**src/rtl/inst_fetch.sv**
```systemverilog
// rtl/inst_fetch.sv - instruction fetch unit with one outstanding memory request and redirect kill
module inst_fetch #(
    parameter logic [31:0] RESET_PC = 32'h0000_0000,
    parameter logic [31:0] NOP_INST = 32'h0000_0013
) (
    input  logic        clk,
    input  logic        reset,
    input  logic        IFID_write,
    input  logic        branch_taken,
    input  logic [31:0] branch_target,
    output logic        imem_req,
    output logic [31:0] imem_addr,
    input  logic        imem_ready,
    input  logic        imem_rvalid,
    input  logic [31:0] imem_rdata,
    output logic [31:0] instruction,
    output logic [31:0] pc,
    output logic        IF_valid
);

    typedef enum logic [1:0] {
        S_REQ  = 2'd0,
        S_WAIT = 2'd1,
        S_HOLD = 2'd2
    } state_t;

    state_t      state;
    state_t      state_nxt;
    logic [31:0] fetch_pc;
    logic [31:0] fetch_pc_nxt;
    logic        kill;
    logic        kill_nxt;
    logic        load_buf;
    logic        clear_valid;
    logic [31:0] buf_inst;
    logic [31:0] buf_pc;
    logic [31:0] target_pc;
    logic        accept;

    assign target_pc = {branch_target[31:2], 2'b00};
    assign accept    = imem_req && imem_ready;

    always_ff @(posedge clk or negedge reset) begin
        if (!reset) begin
            state <= S_REQ;
        end else begin
            state <= state_nxt;
        end
    end

    // A redirect always wins over delivering or advancing; a response already in
    // flight when the redirect arrives is swallowed via the kill flag.
    always_comb begin
        state_nxt    = state;
        fetch_pc_nxt = fetch_pc;
        kill_nxt     = kill;
        load_buf     = 1'b0;
        clear_valid  = 1'b0;
        case (state)
            S_REQ: begin
                if (branch_taken) begin
                    fetch_pc_nxt = target_pc;
                end else if (accept) begin
                    state_nxt = S_WAIT;
                end
            end
            S_WAIT: begin
                if (branch_taken) begin
                    fetch_pc_nxt = target_pc;
                    if (imem_rvalid) begin
                        state_nxt = S_REQ;
                        kill_nxt  = 1'b0;
                    end else begin
                        kill_nxt  = 1'b1;
                    end
                end else if (imem_rvalid) begin
                    state_nxt = kill ? S_REQ : S_HOLD;
                    kill_nxt  = 1'b0;
                    load_buf  = !kill;
                end
            end
            S_HOLD: begin
                if (branch_taken) begin
                    fetch_pc_nxt = target_pc;
                    clear_valid  = 1'b1;
                    state_nxt    = S_REQ;
                end else if (IFID_write) begin
                    fetch_pc_nxt = fetch_pc + 32'd4;
                    clear_valid  = 1'b1;
                    state_nxt    = S_REQ;
                end
            end
            default: begin
                state_nxt = S_REQ;
            end
        endcase
    end

    always_comb begin
        imem_req    = reset && (state == S_REQ) && !branch_taken;
        imem_addr   = {fetch_pc[31:2], 2'b00};
        instruction = IF_valid ? buf_inst : NOP_INST;
        pc          = IF_valid ? buf_pc : 32'h0000_0000;
    end

    always_ff @(posedge clk or negedge reset) begin
        if (!reset) begin
            fetch_pc <= RESET_PC;
            kill     <= 1'b0;
            IF_valid <= 1'b0;
            buf_inst <= NOP_INST;
            buf_pc   <= 32'h0000_0000;
        end else begin
            fetch_pc <= fetch_pc_nxt;
            kill     <= kill_nxt;
            if (load_buf) begin
                buf_inst <= imem_rdata;
                buf_pc   <= fetch_pc;
                IF_valid <= 1'b1;
            end else if (clear_valid) begin
                IF_valid <= 1'b0;
            end
        end
    end

endmodule
```
**config.mk**
```make
export PLATFORM = sky130hd
export DESIGN_NAME = inst_fetch
export DESIGN_NICKNAME = d
export VERILOG_FILES = /design/src/rtl/inst_fetch.sv
export SDC_FILE = /design/constraint.sdc
export NUM_CORES = 1
export LEC_CHECK = 0
export BUFFER_PORTS_ARGS = -buffer_cell sky130_fd_sc_hd__buf_2
export CAP_MARGIN = 20
export CORE_MARGIN = 10
export CORE_UTILIZATION = 55
export CTS_CLUSTER_DIAMETER = 200
export DETAILED_ROUTE_END_ITERATION = 10
export PLACE_DENSITY = 0.86
export SYNTH_ARGS = -nofsm -noshare
export SYNTH_HDL_FRONTEND = slang
export SYNTH_SLANG_ARGS = --single-unit
```
**constraint.sdc**
```tcl
create_clock -name clk -period 4.7 [get_ports clk]
set_input_delay 0.94 -clock clk [delete_from_list [all_inputs] [get_ports clk]]
set_output_delay 0.94 -clock clk [all_outputs]
set_load 0.005 [all_outputs]
```
After elaboration in Yosys (flattened, before gate mapping). Index checks and enable logic that the tools add are counted.

Muxes and demuxes: 26. Reduce and logical (&&, ||, !) cells: 13. Eq/ne operators: 7. Shift operators: 0. Bitwise logic cells: 0. Divide/modulo/power cells: 0. Multiply operators: 0. Magnitude comparators: 0. Add/subtract/negate cells: 1.

Operators with widths (number): 32-bit two-way mux (5); 32-bit case mux with 2 select lines (1); 32-bit by 3-bit adder with 32-bit output (second input constant) (1); 2-bit two-way mux (8); 1-bit two-way mux (11); 2-bit inequality test (second input constant) (3); 2-bit case mux with 3 select lines (1); 2-bit nonzero test (3); 4-bit AND reduction (1); 1-bit logical AND (3); 3-bit inequality test (second input constant) (1); 3-bit AND reduction (1); 2-bit by 1-bit equality test with 1-bit output (second input constant) (1); 2-bit equality test (second input constant) (1); 1-bit logical NOT (2); 2-bit logical NOT (1); 2-bit by 1-bit inequality test with 1-bit output (second input constant) (1); 2-bit AND reduction (1); 2-bit OR reduction (1).

Memories: 0. Word-level logic and storage cells: 53. Register bits after elaboration: 100. Bits in latches: 0. Memory bits (read-only): 0. Bits in writable memories: 0. Input port bits: 70. Output and inout bits: 98.

Logic depth before layout (Yosys ltp).
Depth after elaboration: 7. Depth in mapped cells: 8. Depth with buffers taken out: 5.

Worst setup path after synthesis. OpenSTA, ideal clock, no wires.

Path type: input to output. Start point: input port branch_taken. End point: output port imem_req. Arrival: 1.517 ns. Slack: 2.243 ns. Cell stages on the path: 2. Data required time: 3.760 ns. Path buffers: 1. Path through: buf_2 -> nor4b_1.

Cells in the longest elaborated chain, start to end: 2.

Ends and longest elaborated chain: start, declared (RTL line 9) `input logic branch_taken,`; 1-bit logical NOT (RTL line 100) `imem_req = reset && (state == S_REQ) && !branch_taken;`; 1-bit logical AND (RTL line 100); end, declared (RTL line 11) `output logic imem_req,`.

Every way passes these cells.

Worst setup path in the final report.
Start point: register IF_valid. End point: output port pc[3].

Cells in the longest elaborated chain, start to end: 1.

Ends and longest elaborated chain: start, declared (RTL line 18) `output logic IF_valid`; start signal, assigned (RTL line 110) `IF_valid <= 1'b0;`; start signal, assigned (RTL line 119) `IF_valid <= 1'b1;`; start signal, assigned (RTL line 121) `IF_valid <= 1'b0;`; 32-bit two-way mux (RTL line 103) `pc = IF_valid ? buf_pc : 32'h0000_0000;`; end, declared (RTL line 17) `output logic [31:0] pc,`.

Every way passes these cells.

==> results.txt <==
Async SR Flop Fraction = 1.000
Clock power frac = 0.187
Net Sw Power = 918.2 uW
register share of total power = 0.484
arrival time at the worst endpoint = 2000 ps
via total after detailed routing = 4,522
cell internal power dissipation = 1865 uW
setup slack after layout = 1762 ps
number of rows in the core area = 35
CTS resizes = 0
final number of hold-violating endpoints = 0
setup total negative slack = 0 ps
switching power as a share of total power = 0.3299
number of I/O pins = 168
last weighted congestion value of the routability-driven placer = 0.9324
most common library cell in the layout ignoring fill and taps = buf_2
post-synthesis instance total = 499
post-detailed-route wirelength per cell = 18.43 microns
kind of start point of the critical path = flop
Placed Cells incl. Taps = 759
top flip-flop cell by instance count after synthesis = dfrtp_1
total of flip-flops plus latches after synthesis = 96
Worst IR Drop VDD = 0.2018 mV
crit path kind = flop to output port
number of distinct library cell variants in the gate-level netlist after synthesis = 65
number of max-cap violations = 0
placed wire-length estimate = 10.38 mm
number of violations reported at the end of detailed-routing iteration 0 = 356
power per unit of standard cell area = 447.4 nW/um^2
count of hold buffers inserted by post-cts repair = 0
Mapped Area = 5209 sq um
number of slew-limit violations in the final report = 0
leading cell types in the layout, fill and taps excluded = buf_2 (160), dfrtp_1 (93), and2_1 (63), mux2_2 (59), nand2_1 (32)
total global routing overflow = 0
TritonCTS clock tree = done
status = finished, final reports clean
share of final-layout standard cells stronger than drive strength 1 = 0.4019
yosys synthesis warning count = 0
RSZ-0062 raised after global routing = false
overall die area = 13,760 sq um
worst-case headroom to the max-slew limit = 0.4015
layout-stage area growth over the synthesis result = 19.41%
net count reported at finish = 713
total power = 2783 uW
number of enable flip-flop cells after synthesis = 0
largest fanout on the critical path = 38
Detailed Routing Iterations Pass 1 = 5
maximum root-to-sink buffer count = 2
Total Routing Usage GR = 0.2044
relative contribution of combinational cells to total power = 0.330
crit end category = output port
Die Span X = 117.3 microns
clock buffers created by TritonCTS = 9
routed via count divided by cell count = 5.827
Residual DRC = 0
maximum number of pins on one net before global-route repair = 56
clock transition at the registers of the reported paths = 90 ps
min-delay worst type = flop to flop
global-route wire length before repair = 23.98 mm
effective utilization at floorplan = 0.5637
setup bufs post-CTS = 0
final setup vio count = 0
Die H = 117.3 microns
share of synthesized area occupied by flip-flops and latches = 0.4619
Clk Tree Root Cell = clkbuf_8
LEAKAGE = 0.002862 uW
number of antenna violations at the first check in global routing = 0
later-pin clock latency in the skew report = 370 ps
Tmin final = 2938 ps
TritonCTS sink count = 96
number of antenna cells inserted = 0
Port-buffer cells = 161
number of nets with antenna violations after routing = 0
maximum clock skew at final layout = 17.05 ps
final routed wirelength across all metal layers = 14.31 mm
final cell count without fillers = 776
maximum clock frequency = 340.4 MHz
number of global-route vias before repair = 4,604
required time of the worst setup path = 3760 ps
post-synthesis average cell area = 10.44 sq um
core region area = 9240 sq um
final clock period utilization by the worst path = 0.6250
minimum hold slack = 488.9 ps
# H-tree levels = 3
dpl ws = 1564 ps
slew at the pin with the worst max-slew slack = 897.7 ps
[area by class of cell]
type	count	area [sq um]
fill	729	3020
clock buffer	9	123.9
multi-input combinational	355	2551
tap	129	161.4
clock inverter	7	60.06
timing repair buffer	170	879.6
sequential	96	2406
inverter	10	37.54
[cell usage after synthesis (2+ instances only)]
cell / count / area share
a21o_1: 2 / 0.0029
a21oi_1: 17 / 0.016
a22o_1: 2 / 0.0034
a2bb2oi_1: 2 / 0.0034
a311o_1: 3 / 0.0058
a311oi_1: 5 / 0.0084
a31oi_1: 6 / 0.0072
a32oi_1: 2 / 0.0034
and2_1: 63 / 0.076
and3_1: 3 / 0.0036
and4_1: 5 / 0.0084
buf_2: 13 / 0.012
buf_4: 5 / 0.0072
buf_6: 4 / 0.0086
clkbuf_1: 15 / 0.011
clkbuf_2: 2 / 0.0019
dfrtp_1: 93 / 0.45
dfstp_2: 3 / 0.015
inv_1: 10 / 0.0072
mux2_1: 4 / 0.0086
mux2_2: 59 / 0.13
mux2i_1: 2 / 0.0038
nand2_1: 32 / 0.023
nand2b_1: 5 / 0.0060
nand3_1: 12 / 0.012
nand4_1: 11 / 0.013
nor2_1: 20 / 0.014
nor2b_1: 2 / 0.0024
nor3_1: 12 / 0.012
nor4_1: 16 / 0.019
nor4_4: 2 / 0.0082
nor4b_1: 3 / 0.0050
o211ai_1: 4 / 0.0058
o21ai_0: 16 / 0.015
o21bai_1: 4 / 0.0058
o2bb2ai_1: 2 / 0.0034
o311ai_0: 5 / 0.0084
o31ai_1: 4 / 0.0058
o32ai_1: 3 / 0.0050
[worst paths after layout]
| check | from | to | slack [ps] | cells after the start |
|---|---|---|---|---|
| max in group asynchronous | reset | buf_pc[24]$_DFFE_PN0P_ | 3030 | 2 |
| setup / recovery | IF_valid$_DFFE_PN0P_ | pc[3] | 1760 | 3 |
| hold reg to reg | buf_pc[9]$_DFFE_PN0P_ | buf_pc[9]$_DFFE_PN0P_ | 490 | 1 |
| setup reg to reg | state[1]$_DFFE_PN0P_ | fetch_pc[15]$_DFFE_PN0P_ | 2390 | 4 |
| hold / removal | buf_pc[9]$_DFFE_PN0P_ | buf_pc[9]$_DFFE_PN0P_ | 490 | 1 |
| min in group asynchronous | reset | buf_inst[5]$_DFFE_PN0P_ | 530 | 1 |
[critical path, stage by stage, from the launching register on]
cell     delay (ps)
dfrtp_1         940
buf_4           390
and2_1          180
buf_2           110
[routing by layer]
metal  routed length, microns  GRT usage  up-vias
met2                     6679     0.3255      228
met5                        0          0        -
met1                     6151     0.2640     2172
met3                     1227    0.05803       22
met4                      247    0.05790        0
li1                         -          -     2100
[cell families after synthesis]
family                   count (synthesis)  synth area share
AO/OA/AOI/OAI                           88            0.1187
adder cells (fa/ha/maj)                  1          0.002402
buffers and inverters                   51           0.05164
flip-flops                              96            0.4619
multiplexers                            65            0.1400
other                                    1         0.0007199
AND/OR/NAND/NOR                        197            0.2246
[state kept, by name (all words and copies together) (netlist names)]
signal    cells
kill          1
buf_pc       30
buf_inst     32
state         2
fetch_pc     30
IF_valid      1
[power groups by stage]
stage / Clock (uW) / Sequential, uW / Combinational, uW
final: 519 / 1350 / 918
after global routing: 565 / 1400 / 1030
after CTS: 526 / 1350 / 937
after detailed placement: 0 / 1370 / 934
after global placement: 0 / 1340 / 901
after floorplan: 0 / 1270 / 581
[per-stage QoR]
step,util,instance area (sq um)
after floorplan,-,5220
after global placement,0.6520,6025
final,0.6731,6220
after CTS,0.6719,6208
after detailed placement,0.6520,6025
after global routing,0.6731,6220
Power figures use the tool's default switching activity.
